File: src/rtl/bus_arbiter.sv
// ---------------------------------------------------------------------------
// bus_arbiter
//   Round-robin arbiter for the shared bus mux. It grants one source at a
//   time through a one-hot enable vector and limits how long a source keeps
//   the bus while others wait. It also registers the value seen on the bus
//   during each granted cycle, together with the id of the owner at the time.
//
// Parameters
//   WIDTH     bus data width
//   COUNT     number of bus sources (>= 2)
//   MAX_HOLD  max consecutive grant cycles per owner while others request
//
// Ports
//   clk       system clock, rising edge
//   rst_n     asynchronous active-low reset
//   req       per-source level request, bit i = source i
//   bus_data  current output of the bus mux
//   enable    one-hot registered grant, all-zero when idle
//   owner     index of the granted source, valid while busy
//   busy      |enable
//   bus_q     bus_data captured on a granted cycle
//   q_owner   owner index that accompanied bus_q
//   q_valid   strobe: bus_q/q_owner were updated on the last edge
//
// Optional feature
//   BUS_ARB_TURNAROUND_EN : when defined, every owner change goes through a
//   one-cycle TURN state with enable=0. When undefined, owner changes are
//   back-to-back with no gap.
// ---------------------------------------------------------------------------
module bus_arbiter #(
  parameter int WIDTH    = 8,
  parameter int COUNT    = 4,
  parameter int MAX_HOLD = 4
) (
  input  logic                     clk,
  input  logic                     rst_n,
  input  logic [COUNT-1:0]         req,
  input  logic [WIDTH-1:0]         bus_data,
  output logic [COUNT-1:0]         enable,
  output logic [$clog2(COUNT)-1:0] owner,
  output logic                     busy,
  output logic [WIDTH-1:0]         bus_q,
  output logic [$clog2(COUNT)-1:0] q_owner,
  output logic                     q_valid
);

  localparam int IW = $clog2(COUNT);
  localparam int HW = $clog2(MAX_HOLD + 1);
  localparam logic [HW-1:0]    HOLD_MAX = HW'(MAX_HOLD);
  localparam logic [COUNT-1:0] ONE_HOT0 = COUNT'(1);

`ifdef BUS_ARB_TURNAROUND_EN
  typedef enum logic [1:0] {IDLE, GRANT, TURN} state_t;
  logic [IW-1:0] pending;
`else
  typedef enum logic [1:0] {IDLE, GRANT} state_t;
`endif

  state_t        state;
  logic [IW-1:0] rr_ptr;      // last granted index, also drives owner
  logic          have_owner;  // clear until the first grant after reset
  logic [HW-1:0] hold;

  logic          idle_found;
  logic [IW-1:0] idle_pick;
  logic          other_found;
  logic [IW-1:0] other_pick;
  logic [IW-1:0] cand;
  int            idle_start;

  assign owner = rr_ptr;
  assign busy  = |enable;

  // Requester search. From IDLE the search includes every source, starting
  // just after the last owner (or at 0 straight out of reset). From GRANT
  // only the other sources are searched, starting after the current owner,
  // so an owner is only ever kept through the hold rules, never re-picked.
  always_comb begin
    idle_found  = 1'b0;
    idle_pick   = '0;
    other_found = 1'b0;
    other_pick  = '0;
    cand        = '0;
    idle_start  = have_owner ? (int'(rr_ptr) + 1) % COUNT : 0;
    for (int i = 0; i < COUNT; i++) begin
      cand = IW'((idle_start + i) % COUNT);
      if (!idle_found && req[cand]) begin
        idle_found = 1'b1;
        idle_pick  = cand;
      end
    end
    for (int i = 1; i < COUNT; i++) begin
      cand = IW'((int'(rr_ptr) + i) % COUNT);
      if (!other_found && req[cand]) begin
        other_found = 1'b1;
        other_pick  = cand;
      end
    end
  end

  // Arbitration FSM and bus capture. The capture uses the busy value from
  // before the edge, so q_valid trails each granted cycle by one clock.
  always_ff @(posedge clk or negedge rst_n) begin
    if (!rst_n) begin
      state      <= IDLE;
      enable     <= '0;
      rr_ptr     <= '0;
      have_owner <= 1'b0;
      hold       <= '0;
      bus_q      <= '0;
      q_owner    <= '0;
      q_valid    <= 1'b0;
`ifdef BUS_ARB_TURNAROUND_EN
      pending    <= '0;
`endif
    end else begin
      if (busy) begin
        bus_q   <= bus_data;
        q_owner <= rr_ptr;
        q_valid <= 1'b1;
      end else begin
        q_valid <= 1'b0;
      end

      case (state)
        IDLE: begin
          if (idle_found) begin
            state      <= GRANT;
            enable     <= ONE_HOT0 << idle_pick;
            rr_ptr     <= idle_pick;
            have_owner <= 1'b1;
            hold       <= HW'(1);
          end
        end

        GRANT: begin
          if (req[rr_ptr] && (!other_found || hold < HOLD_MAX)) begin
            // Keep the owner; the counter saturates once the limit is hit.
            if (hold < HOLD_MAX) begin
              hold <= hold + HW'(1);
            end
          end else if (other_found) begin
`ifdef BUS_ARB_TURNAROUND_EN
            state   <= TURN;
            enable  <= '0;
            pending <= other_pick;
`else
            enable  <= ONE_HOT0 << other_pick;
            rr_ptr  <= other_pick;
            hold    <= HW'(1);
`endif
          end else begin
            state  <= IDLE;
            enable <= '0;
          end
        end

`ifdef BUS_ARB_TURNAROUND_EN
        TURN: begin
          // The next owner was chosen on entry; it is granted unconditionally.
          state  <= GRANT;
          enable <= ONE_HOT0 << pending;
          rr_ptr <= pending;
          hold   <= HW'(1);
        end
`endif

        default: begin
          state  <= IDLE;
          enable <= '0;
        end
      endcase
    end
  end

  // Grant vector is one-hot or empty, and busy mirrors it.
  assert property (@(posedge clk) disable iff (!rst_n)
                   $onehot0(enable) && (busy == |enable));

endmodule

File: config.mk
export PLATFORM = sky130hd
export DESIGN_NAME = bus_arbiter
export DESIGN_NICKNAME = d
export VERILOG_FILES = /design/src/rtl/bus_arbiter.sv
export SDC_FILE = /design/constraint.sdc
export NUM_CORES = 1
export LEC_CHECK = 0
export CORE_MARGIN = 2
export CORE_UTILIZATION = 50
export DETAILED_ROUTE_END_ITERATION = 8
export GPL_TIMING_DRIVEN = 1
export PLACE_DENSITY = 0.79
export SLEW_MARGIN = 15
export SYNTH_ARGS = -nofsm -noshare
export SYNTH_HDL_FRONTEND = slang
export SYNTH_SLANG_ARGS = --single-unit
File: constraint.sdc
create_clock -name clk -period 5.85 [get_ports clk]
set_input_delay 1.17 -clock clk [delete_from_list [all_inputs] [get_ports clk]]
set_output_delay 1.17 -clock clk [all_outputs]
set_load 0.05 [all_outputs]
==> results by group, run 1 <==
Power
  – Sw frac: 49.8%
  – Int Pwr: 0.559 mW
  – P_sw: 0.555 mW
  – Comb power frac: between 60 and 70%
  – Clock share of power: 7.2%
  – Power Dens Cells: 618 nW/um^2
  – Static leakage: around 0.76 nW
  – Worst IR Drop VDD: roughly 450 uV
  – Flop pwr share: 26.2%

GRT
  – Largest net degree at the start of global routing: 23
  – Initial antenna violation count: 0
  – First-pass GRT wire length: approximately 5400 um
  – Number of global-route vias before repair: 1202
  – Grt ovf: 0
  – GRT Total Usage: 20.5%

Floorplanning
  – Chip height: about 60 um
  – Die Area: 3410 sq um
  – Core Area: roughly 2800 sq um
  – Starting density of the core: between 50% and 60%
  – Die Width: a little under 60 um
  – Io pins: 32
  – Rows: 19

Detailed routing
  – Antenna-violating nets left: 0
  – Avg WL per Cell: around 16 um
  – DRC: 0
  – TritonRoute pass-1 iters: 4
  – Initial drt markers: 40
  – Routed vias: approximately 1.3k
  – Vias per inst: 6.19
  – WL final: roughly 3200 um

Timing
  – Setup repair after global routing missed its margin: no
  – Top achievable clock speed: 307 MHz
  – Max Slew Vio Count: 0
  – Setup tns final: 0 ns
  – Final setup fails: 0
  – Final period util: 55.6%
  – Skew final: 0.00243 ns
  – Relative slew slack: approximately two fifths
  – Final-report hold violation count: 0
  – Final Critical Period: roughly 3.3 ns
  – Worst-margin pin slew: 0.911 ns

Worst setup path
  – Setup crit end kind: flop
  – Crit path DAT: 3.45 ns
  – CP Max Fanout: 13
  – Critical Path Max Stage Delay: between 0.7 and 0.8 ns
  – Crit-path cells: clkdlybuf4s50_1 > or4b_2 > o2bb2ai_1 > o311a_1 > a31oi_2 > o221a_2
  – Slowest CP cell: or4b_2
  – Worst path bufs/invs: 1
  – WP data required: 6.05 ns
  – Delay-heaviest family, CP: compound AO/OA/AOI/OAI gates
  – Crit path launch type: input port
  – WS Path Type: input port to flop

Job
  – Max-cap violations: 0

Synth
  – Synth Area in Compound Gates: 19.8%
  – Synth Area in Adders: 0.845%
  – Multiplexer area fraction after synthesis: 17.4%
  – Share of the synthesized area in the top cell type: between 30% and 40%
  – Synth Area in XOR/XNOR: 0.592%
  – Synth area leader: dfrtp_1
  – Syn Area/Cell: 10.0 sq um
  – Post-Synthesis Cells: 148
  – Most common cell in the netlist: dfrtp_1
  – Sequential fraction of the synthesis area: 37.2%
  – Mapped cell area: about 1500 sq um
  – Synth Area in Simple Gates: 16.9%
  – Combinational family with the most area after synthesis: compound AO/OA/AOI/OAI gates
  – Register bit count reported by yosys: 22
  – Syn Nets: 163
  – FFs w/ async S/R, synth: 100%
  – Warnings from Yosys: 0
  – Synth unique cells: 50
  – Top cells by area, synth: dfrtp_1 37%, mux2_2 7.6%, mux2i_1 6.8%
  – Synth Flop Type: dfrtp_1
  – Number of synthesized flops with an enable pin: 0
  – Commonest cells post-synth: 22 x dfrtp_1, 13 x nand2_1, 10 x mux2_2, 10 x mux2i_1, 9 x nor2_1

Placed design
  – Detailed placer's ending HPWL: 2480 um
  – I/O Buffers: 31
  – Placer congestion estimate: 0.903

Layout
  – Area of the multi-input gates: 828 sq um
  – Syn-to-layout area delta: 21.7%
  – Layout net count: ~190
  – Fin util: 64.8%
  – Register area: 551 sq um
  – Ant diodes: 0
  – Fill cells: 243
  – Layout cell share with drive strength beyond 1: 15.1%

Clock tree
  – Clk sinks: 22
  – Clock Path Buffers: 2
  – Total CTS buffers: 3
  – Reg clk slew, reported paths: 0.11 ns
  – Clock Tree Root: clkbuf_4
  – Postcts setup bufs: 0
  – TritonCTS clock tree: yes
  – Clock Latency Late Sink: roughly 0.3 ns
  – CTS Hold Bufs: 0
  – Post_cts resized: 0
  – H-tree depth: 1

Outcome
  – Status: finished, final reports clean

Min path
  – Min-delay worst type: flop to flop
## worst min-delay path: stages (launching register included)
cell,delay [ns]
dfrtp_1,0.36
nand2_1,0.05
o21ai_0,0.06
## power groups by stage
stage	logic, mW	clock network [mW]	registers [mW]
after global placement	0.722	0	0.290
after CTS	0.741	0.0826	0.293
after detailed placement	0.738	0	0.296
final	0.742	0.0803	0.292
after floorplan	0.435	0	0.417
after global routing	0.800	0.0891	0.303
## placed cells by master, fill, tap and decap left out, drive strengths merged, types with 2 or more instances in the layout
| cell | Yosys | routed |
|---|---|---|
| o21ai | 6 | 6 |
| dfrtp | 22 | 22 |
| o22ai | 3 | 3 |
| a32o | 2 | 2 |
| nand2 | 13 | 13 |
| mux2i | 10 | 10 |
| mux4 | 2 | 2 |
| o211ai | 2 | 2 |
| clkdlybuf4s50 | 0 | 31 |
| o31a | 2 | 2 |
| and3b | 2 | 2 |
| nor2 | 9 | 9 |
| inv | 8 | 8 |
| o221ai | 2 | 2 |
| nand2b | 2 | 2 |
| mux2 | 10 | 10 |
| nand3b | 2 | 2 |
| clkbuf | 4 | 4 |
| and3 | 4 | 4 |
| o31ai | 2 | 2 |
| a21bo | 2 | 2 |
| nor2b | 4 | 4 |
| nor3b | 2 | 2 |
| a21oi | 3 | 3 |
## sequential cells by signal (all words and copies together), names as in the netlist
signal	count
bus_q	8
hold	3
owner	2
q_valid	1
enable	4
have_owner	1
state	1
q_owner	2
## metal layers
metal	vias up	routed length [um]	global-route usage (%)
li1	597	-	-
met1	601	1360	25.7
met2	53	1580	36.0
met3	5	194	1.32
met4	0	57	9.63
met5	-	0	0
## layout make-up
class,instances,share of cell area (%)
Clock buffer,4,2.01
Tap cell,31,2.15
Multi-Input combinational cell,106,46.0
Inverter,8,1.67
Timing Repair Buffer,32,17.6
Sequential cell,22,30.6
## final timing paths
kind,startpoint,end,slack [ns],depth (start not counted)
max in group asynchronous,rst_n,q_owner[0],3.93,1
hold reg to reg,q_owner[0],q_owner[0],0.50,2
setup reg to reg,owner[1],enable[1],3.33,5
hold / removal,q_owner[0],q_owner[0],0.50,2
setup / recovery,req[3],owner[0],2.60,6
min in group asynchronous,rst_n,bus_q[6],1.37,1
## stage by stage
stage          power, mW  std cells  worst slack [ns]  hold slack [ns]  area [sq um]
2_1_floorplan      0.852        148              2.90            0.473          1480
3_3_place_gp        1.01        199              2.37            0.464          1770
3_5_place_dp        1.03        199              2.29            0.476          1770
4_1_cts             1.12        203              2.62            0.502          1800
5_1_grt             1.19        203              2.40            0.540          1800
6_report            1.11        203              2.60            0.495          1800
## cells by family (layout without fill, tap and decap cells)
| kind of cell | Yosys count | in the layout |
|---|---|---|
| AND/OR/NAND/NOR | 45 | 45 |
| AO/OA/AOI/OAI | 37 | 37 |
| multiplexers | 22 | 22 |
| flip-flops | 22 | 22 |
| buffers and inverters | 20 | 44 |
| adder cells (fa/ha/maj) | 1 | 1 |
| XOR/XNOR | 1 | 1 |
(Power assumes the default switching activity.)
==> run 2, diff against run 1 <==
--- a/config.mk
+++ b/config.mk
@@ -6,10 +6,10 @@
 export NUM_CORES = 1
 export LEC_CHECK = 0
 export CORE_MARGIN = 2
-export CORE_UTILIZATION = 50
+export CORE_UTILIZATION = 45
 export DETAILED_ROUTE_END_ITERATION = 8
 export GPL_TIMING_DRIVEN = 1
-export PLACE_DENSITY = 0.79
+export PLACE_DENSITY = 0.75
 export SLEW_MARGIN = 15
 export SYNTH_ARGS = -nofsm -noshare
 export SYNTH_HDL_FRONTEND = slang
==> constraint.sdc (replaced) <==
create_clock -name clk -period 2.7 [get_ports clk]
set_input_delay 0.54 -clock clk [delete_from_list [all_inputs] [get_ports clk]]
set_output_delay 0.54 -clock clk [all_outputs]
set_load 0.05 [all_outputs]
==> run 2 against run 1 <==
Net effect: total power grew 120%; count of clock-buffer cells in the layout shrank 1; critical path depth grew 2; clock power grew 78%; largest power group unchanged; die area grew 10%; global-route usage grew 0.49 points; via count grew 6.6%.
==> results by group, run 2 (synthesis results as in run 1) <==
Floorplanning
  – Die Width: 61.4 um (was 58.4 um)
  – Core Area: 3100 sq um (was 2780 sq um)
  – Rows: 20 (was 19)
  – Io pins: 32 (unchanged)
  – Chip height: 61.4 um (was 58.4 um)
  – Die Area: 3760 sq um (was 3410 sq um)
  – Starting density of the core: 47.7% (was 53.2%)

Timing
  – Relative slew slack: 64.2% (was 39.0%)
  – Final period util: 91.8%
  – Setup repair after global routing missed its margin: no (unchanged)
  – Max Slew Vio Count: 0 (unchanged)
  – Final-report hold violation count: 0 (unchanged)
  – Final Critical Period: 2.48 ns
  – Final setup fails: 0 (unchanged)
  – Setup tns final: 0 ns (unchanged)
  – Setup ws final: 0.222 ns (was 2.60 ns)
  – Skew final: 0.00315 ns (was 0.00243 ns)
  – Top achievable clock speed: 404 MHz
  – Worst-margin pin slew: 0.537 ns (was 0.911 ns)

Worst setup path
  – Crit-path cells: clkdlybuf4s50_1 > buf_4 > nand3b_1 > a21bo_2 > and2_1 > a31oi_2 > mux2i_1 > o31ai_2 (was clkdlybuf4s50_1 > or4b_2 > o2bb2ai_1 > o311a_1 > a31oi_2 > o221a_2)
  – Critical Path Max Stage Delay: 0.61 ns (was 0.71 ns)
  – Setup crit end kind: flop (unchanged)
  – Crit path launch type: input port (unchanged)
  – CP Max Fanout: 8 (was 13)
  – WP data required: 2.89 ns (was 6.05 ns)
  – WS Path Type: input port to flop (unchanged)
  – Crit path DAT: 2.67 ns (was 3.45 ns)
  – Worst r2r path cells: 7 (was 5)
  – Slowest CP cell: clkdlybuf4s50_1 (was or4b_2)

Layout
  – Most flop-heavy register: bus_q (unchanged)
  – Syn-to-layout area delta: 32.5% (was 21.7%)
  – Non-Filler Instances: 236 (was 203)
  – Ant diodes: 0 (unchanged)
  – Commonest non-fill, non-tap cell in the layout: clkdlybuf4s50_1 (unchanged)
  – Most frequent cells in the layout: 31 x clkdlybuf4s50_1, 22 x dfrtp_1, 22 x buf_4, 13 x nand2_1 (was 31 x clkdlybuf4s50_1, 22 x dfrtp_1, 13 x nand2_1, 10 x mux2_2, 10 x mux2i_1)
  – Fill cells: 290 (was 243)
  – Layout net count: 209 (was 188)
  – Largest regs: bus_q x8, enable x4, hold x3 (unchanged)
  – Layout cell share with drive strength beyond 1: 24.0% (was 15.1%)
  – Max reg flops: 8 (unchanged)

Power
  – Power Dens Cells: 1270 nW/um^2 (was 618 nW/um^2)
  – Static leakage: 0.852 nW (was 0.758 nW)
  – Worst IR Drop VDD: 507 uV (was 455 uV)

Detailed routing
  – Avg WL per Cell: 15.0 um (was 15.7 um)
  – Initial drt markers: 47 (was 40)
  – DRC: 0 (unchanged)
  – Vias per inst: 5.67 (was 6.19)
  – TritonRoute pass-1 iters: 4 (unchanged)
  – Routed vias: 1339 (was 1256)
  – Antenna-violating nets left: 0 (unchanged)
  – WL final: 3540 um (was 3190 um)

Placed design
  – Detailed placer's ending HPWL: 2800 um (was 2480 um)
  – Placement Setup Slack: -0.0895 ns (was 2.29 ns)
  – Placed Cells: 233 (was 199)
  – Placer congestion estimate: 0.852 (was 0.903)
  – I/O Buffers: 31 (unchanged)

Outcome
  – Status: finished, final reports clean (unchanged)

Clock tree
  – Reg clk slew, reported paths: 0.11 ns (about the same)
  – Clk sinks: 22 (unchanged)
  – Clock Path Buffers: 2 (unchanged)
  – Clock Tree Root: clkbuf_4 (unchanged)
  – Postcts setup bufs: 0 (unchanged)
  – Total CTS buffers: 3 (unchanged)
  – Clock Latency Late Sink: 0.30 ns (about the same)
  – TritonCTS clock tree: yes (unchanged)
  – CTS Hold Bufs: 0 (unchanged)
  – H-tree depth: 1 (unchanged)
  – Post_cts resized: 0 (unchanged)

GRT
  – Largest net degree at the start of global routing: 23 (unchanged)
  – Grt ovf: 0 (unchanged)
  – First-pass GRT wire length: 5990 um (was 5440 um)
  – GRT Total Usage: 21.0% (was 20.5%)
  – Initial antenna violation count: 0 (unchanged)
  – Number of global-route vias before repair: 1378 (was 1202)

Min path
  – Min-delay worst type: flop to flop (unchanged)
  – Hold Path Cell Cnt: 2 (unchanged)

Job
  – Max-cap violations: 0 (unchanged)
[run 2: layout make-up]
cell class | count | area (sq um) | share of cell area [%]
Multi-Input combinational cell | 106 | 828 | 42.2
Timing Repair Buffer | 53 | 475 | 24.2
Sequential cell | 22 | 551 | 28.1
Tap cell | 44 | 55.1 | 2.81
Inverter | 8 | 30.0 | 1.53
Clock buffer | 3 | 22.5 | 1.15
[run 2: worst paths after layout]
check	startpoint	to	slack, ns
min	q_owner[0]	q_owner[0]	0.50
max in group asynchronous	rst_n	enable[1]	1.92
min in group asynchronous	rst_n	bus_q[1]	0.57
min reg2reg	q_owner[0]	q_owner[0]	0.50
max	req[2]	enable[3]	0.22
max reg2reg	owner[1]	enable[3]	0.33
[run 2: routing by layer]
| metal | global-route usage, % | share of wire [%] | up-vias |
|---|---|---|---|
| li1 | - | - | 636 |
| met1 | 24.7 | 43 | 648 |
| met2 | 38.3 | 49 | 47 |
| met3 | 2.94 | 6.8 | 8 |
| met4 | 8.51 | 1.6 | 0 |
| met5 | 0 | 0 | - |
[run 2: per-stage QoR]
step	util [%]	power, mW	instance area (sq um)	hold slack (ns)
after floorplan	-	1.85	1480	0.244
after global placement	62.5	2.31	1940	0.466
after detailed placement	62.5	2.36	1940	0.474
after CTS	63.2	2.50	1960	0.499
after global routing	63.2	2.68	1960	0.539
final	63.2	2.50	1960	0.495
[run 2: worst max-delay path, delay by kind of cell]
kind | cells | cell delay, ns
AND/OR/NAND/NOR | 2 | 0.28
AO/OA/AOI/OAI | 3 | 0.77
buffers and inverters | 2 | 0.80
multiplexers | 1 | 0.28
[run 2: power breakdown]
group	total (mW)	internal (mW)	switching, mW
sequential	0.608	0.461	0.148
clock	0.143	0.0520	0.0912
combinational	1.74	0.756	0.989
==> run 3, diff against run 2 <==
--- a/config.mk
+++ b/config.mk
@@ -6,10 +6,11 @@
 export NUM_CORES = 1
 export LEC_CHECK = 0
 export CORE_MARGIN = 2
-export CORE_UTILIZATION = 45
+export CORE_UTILIZATION = 50
 export DETAILED_ROUTE_END_ITERATION = 8
 export GPL_TIMING_DRIVEN = 1
-export PLACE_DENSITY = 0.75
+export PLACE_DENSITY = 0.79
+export SKIP_LAST_GASP = 1
 export SLEW_MARGIN = 15
 export SYNTH_ARGS = -nofsm -noshare
 export SYNTH_HDL_FRONTEND = slang
==> constraint.sdc (replaced) <==
create_clock -name clk -period 2.6 [get_ports clk]
set_input_delay 0.52 -clock clk [delete_from_list [all_inputs] [get_ports clk]]
set_output_delay 0.52 -clock clk [all_outputs]
set_load 0.05 [all_outputs]
==> run 3 against run 2 <==
Net effect: sequential power up 3%; setup slack got worse by 0.12 ns; cell count shrank 5.1%; non-clock buffer count stayed put; clock power is 29% higher; routed wire length is 3.6% higher; global-route usage is 2.4 points higher; total power is 6.2% higher; combinational power grew 6%; utilization rose by 7.2 points; flip-flop and latch count unchanged; critical path type is now flop to output port; critical endpoint is now owner[0]; largest cell class unchanged.
==> results by group, run 3 (synthesis results as in run 1) <==
Layout
  – Largest regs: bus_q x8, enable x4, hold x3 (unchanged)
  – Area of the multi-input gates: 828 sq um (unchanged)
  – Commonest non-fill, non-tap cell in the layout: clkdlybuf4s50_1 (unchanged)
  – Fill cells: 223 (was 290)
  – Register area: 551 sq um (unchanged)
  – Syn-to-layout area delta: 32.4% (was 32.5%)
  – Layout cell share with drive strength beyond 1: 24.4% (was 24.0%)
  – Layout net count: 209 (unchanged)
  – Ant diodes: 0 (unchanged)
  – Max reg flops: 8 (unchanged)
  – Fin util: 70.4% (was 63.2%)
  – Most frequent cells in the layout: 31 x clkdlybuf4s50_1, 22 x dfrtp_1, 22 x buf_4, 13 x nand2_1 (unchanged)
  – Most flop-heavy register: bus_q (unchanged)

Floorplanning
  – Core Area: 2780 sq um (was 3100 sq um)
  – Die Area: 3410 sq um (was 3760 sq um)
  – Io pins: 32 (unchanged)
  – Starting density of the core: 53.2% (was 47.7%)
  – Rows: 19 (was 20)
  – Die Width: 58.4 um (was 61.4 um)
  – Chip height: 58.4 um (was 61.4 um)

Timing
  – Top achievable clock speed: around 400 MHz
  – Worst-margin pin slew: 0.514 ns (was 0.537 ns)
  – Final setup fails: 0 (unchanged)
  – Setup ws final: 0.103 ns (was 0.222 ns)
  – Relative slew slack: 65.6% (was 64.2%)
  – Setup repair after global routing missed its margin: no (unchanged)
  – Final-report hold violation count: 0 (unchanged)
  – Final Critical Period: 2.50 ns
  – Setup tns final: 0 ns (unchanged)
  – Max Slew Vio Count: 0 (unchanged)
  – Final period util: 96.0%
  – Skew final: 0.0122 ns (was 0.00315 ns)

Worst setup path
  – Setup crit end kind: output port (was flop)
  – CP Max Fanout: 10 (was 8)
  – FF-to-FF Start: owner[1] (unchanged)
  – Worst path bufs/invs: 2 (unchanged)
  – Slowest CP cell: clkdlybuf4s50_1 (unchanged)
  – Worst r2r dst: enable[3] (unchanged)
  – R2r setup slk: 0.21 ns (was 0.33 ns)
  – Delay-heaviest family, CP: buffers and inverters (unchanged)
  – Worst r2r path cells: 7 (unchanged)
  – Critical Path Max Stage Delay: 0.81 ns (was 0.61 ns)
  – WS Path Type: flop to output port (was input port to flop)
  – Crit-path cells: buf_4 > clkdlybuf4s50_1 (was clkdlybuf4s50_1 > buf_4 > nand3b_1 > a21bo_2 > and2_1 > a31oi_2 > mux2i_1 > o31ai_2)
  – WP data required: 2.08 ns (was 2.89 ns)
  – Crit path DAT: 1.98 ns (was 2.67 ns)
  – Crit path launch type: flop (was input port)

GRT
  – Number of global-route vias before repair: 1338 (was 1378)
  – Grt ovf: 0 (unchanged)
  – Initial antenna violation count: 0 (unchanged)
  – GRT Total Usage: 23.4% (was 21.0%)
  – First-pass GRT wire length: 6160 um (was 5990 um)
  – Largest net degree at the start of global routing: 23 (unchanged)

Min path
  – Min-delay worst type: flop to flop (unchanged)
  – Worst hold start: q_owner[0] (unchanged)
  – Hold Path Cell Cnt: 2 (unchanged)
  – Hold Path Sink: q_owner[0] (unchanged)

Detailed routing
  – WL final: 3670 um (was 3540 um)
  – Avg WL per Cell: 16.4 um (was 15.0 um)
  – DRC: 0 (unchanged)
  – Routed vias: 1368 (was 1339)
  – Initial drt markers: 43 (was 47)
  – TritonRoute pass-1 iters: 4 (unchanged)
  – Vias per inst: 6.11 (was 5.67)
  – Antenna-violating nets left: 0 (unchanged)

Clock tree
  – Clk sinks: 22 (unchanged)
  – Reg clk slew, reported paths: 0.12 ns (was 0.11 ns)
  – Post_cts resized: 0 (unchanged)
  – H-tree depth: 1 (unchanged)
  – Clock Latency Late Sink: 0.31 ns (was 0.30 ns)
  – Postcts setup bufs: 0 (unchanged)
  – CTS Hold Bufs: 0 (unchanged)
  – Clock Tree Root: clkbuf_4 (unchanged)
  – Total CTS buffers: 3 (unchanged)
  – TritonCTS clock tree: yes (unchanged)
  – Clock Path Buffers: 2 (unchanged)

Power
  – Tot Pwr: 2.65 mW (was 2.50 mW)
  – Worst IR Drop VDD: 972 uV (was 507 uV)
  – Power Dens Cells: 1350 nW/um^2 (was 1270 nW/um^2)
  – Static leakage: 0.859 nW (was 0.852 nW)

Placed design
  – I/O Buffers: 31 (unchanged)
  – Placer congestion estimate: 0.834 (was 0.852)
  – Detailed placer's ending HPWL: 2950 um (was 2800 um)
  – Placement Setup Slack: -0.170 ns (was -0.0895 ns)

Job
  – Max-cap violations: 0 (unchanged)

Outcome
  – Status: finished, final reports clean (unchanged)
==> run 3: cell count changes in the layout (fill, tap and decap cells not counted), sizes merged <==
cell	delta
clkbuf	+1
==> run 3: layout make-up <==
type,instances,share of cell area (%)
repair buffers,53,24.3
multi-input cells,106,42.3
flip-flops and latches,22,28.1
clock buffers,4,1.85
inverters,8,1.53
well taps,31,1.98
==> run 3: how the worst max path moves through the flow <==
stage                 to  slack [ns]      from  cells after the start
2_1_floorplan  enable[3]        0.17  owner[1]                      8
3_3_place_gp     hold[0]       -0.09    req[3]                      7
3_5_place_dp   enable[3]       -0.17    req[3]                      8
4_1_cts         owner[0]        0.08  owner[0]                      2
5_1_grt        enable[3]        0.01    req[2]                      8
6_report        owner[0]        0.10  owner[0]                      2
==> run 3: metrics by stage <==
step / std cells / cell area [sq um] / hold slack (ns)
2_1_floorplan: 148 / 1480 / 0.224
3_3_place_gp: 220 / 1920 / 0.469
3_5_place_dp: 220 / 1920 / 0.487
4_1_cts: 224 / 1960 / 0.512
5_1_grt: 224 / 1960 / 0.525
6_report: 224 / 1960 / 0.504
==> run 3: per-layer routing <==
metal  up-vias  GRT usage [%]  wire length, um
met4         0           9.30               47
li1        644              -                -
met5         -              0                0
met3         4           1.76              215
met1       661           28.2             1470
met2        59           42.9             1940
==> run 3: report_power, final <==
part | internal (mW) | total, mW | switching [mW]
logic | 0.785 | 1.84 | 1.05
clock network | 0.0855 | 0.184 | 0.0989
registers | 0.478 | 0.627 | 0.149
total | 1.35 | 2.65 | 1.30
==> run 3: worst min-delay path, delay by kind of cell (launching register included) <==
kind	cells	cell delay (ns)
and+or+nand+nor	1	0.05
AOI/OAI and AO/OA	1	0.06
DFF	1	0.37
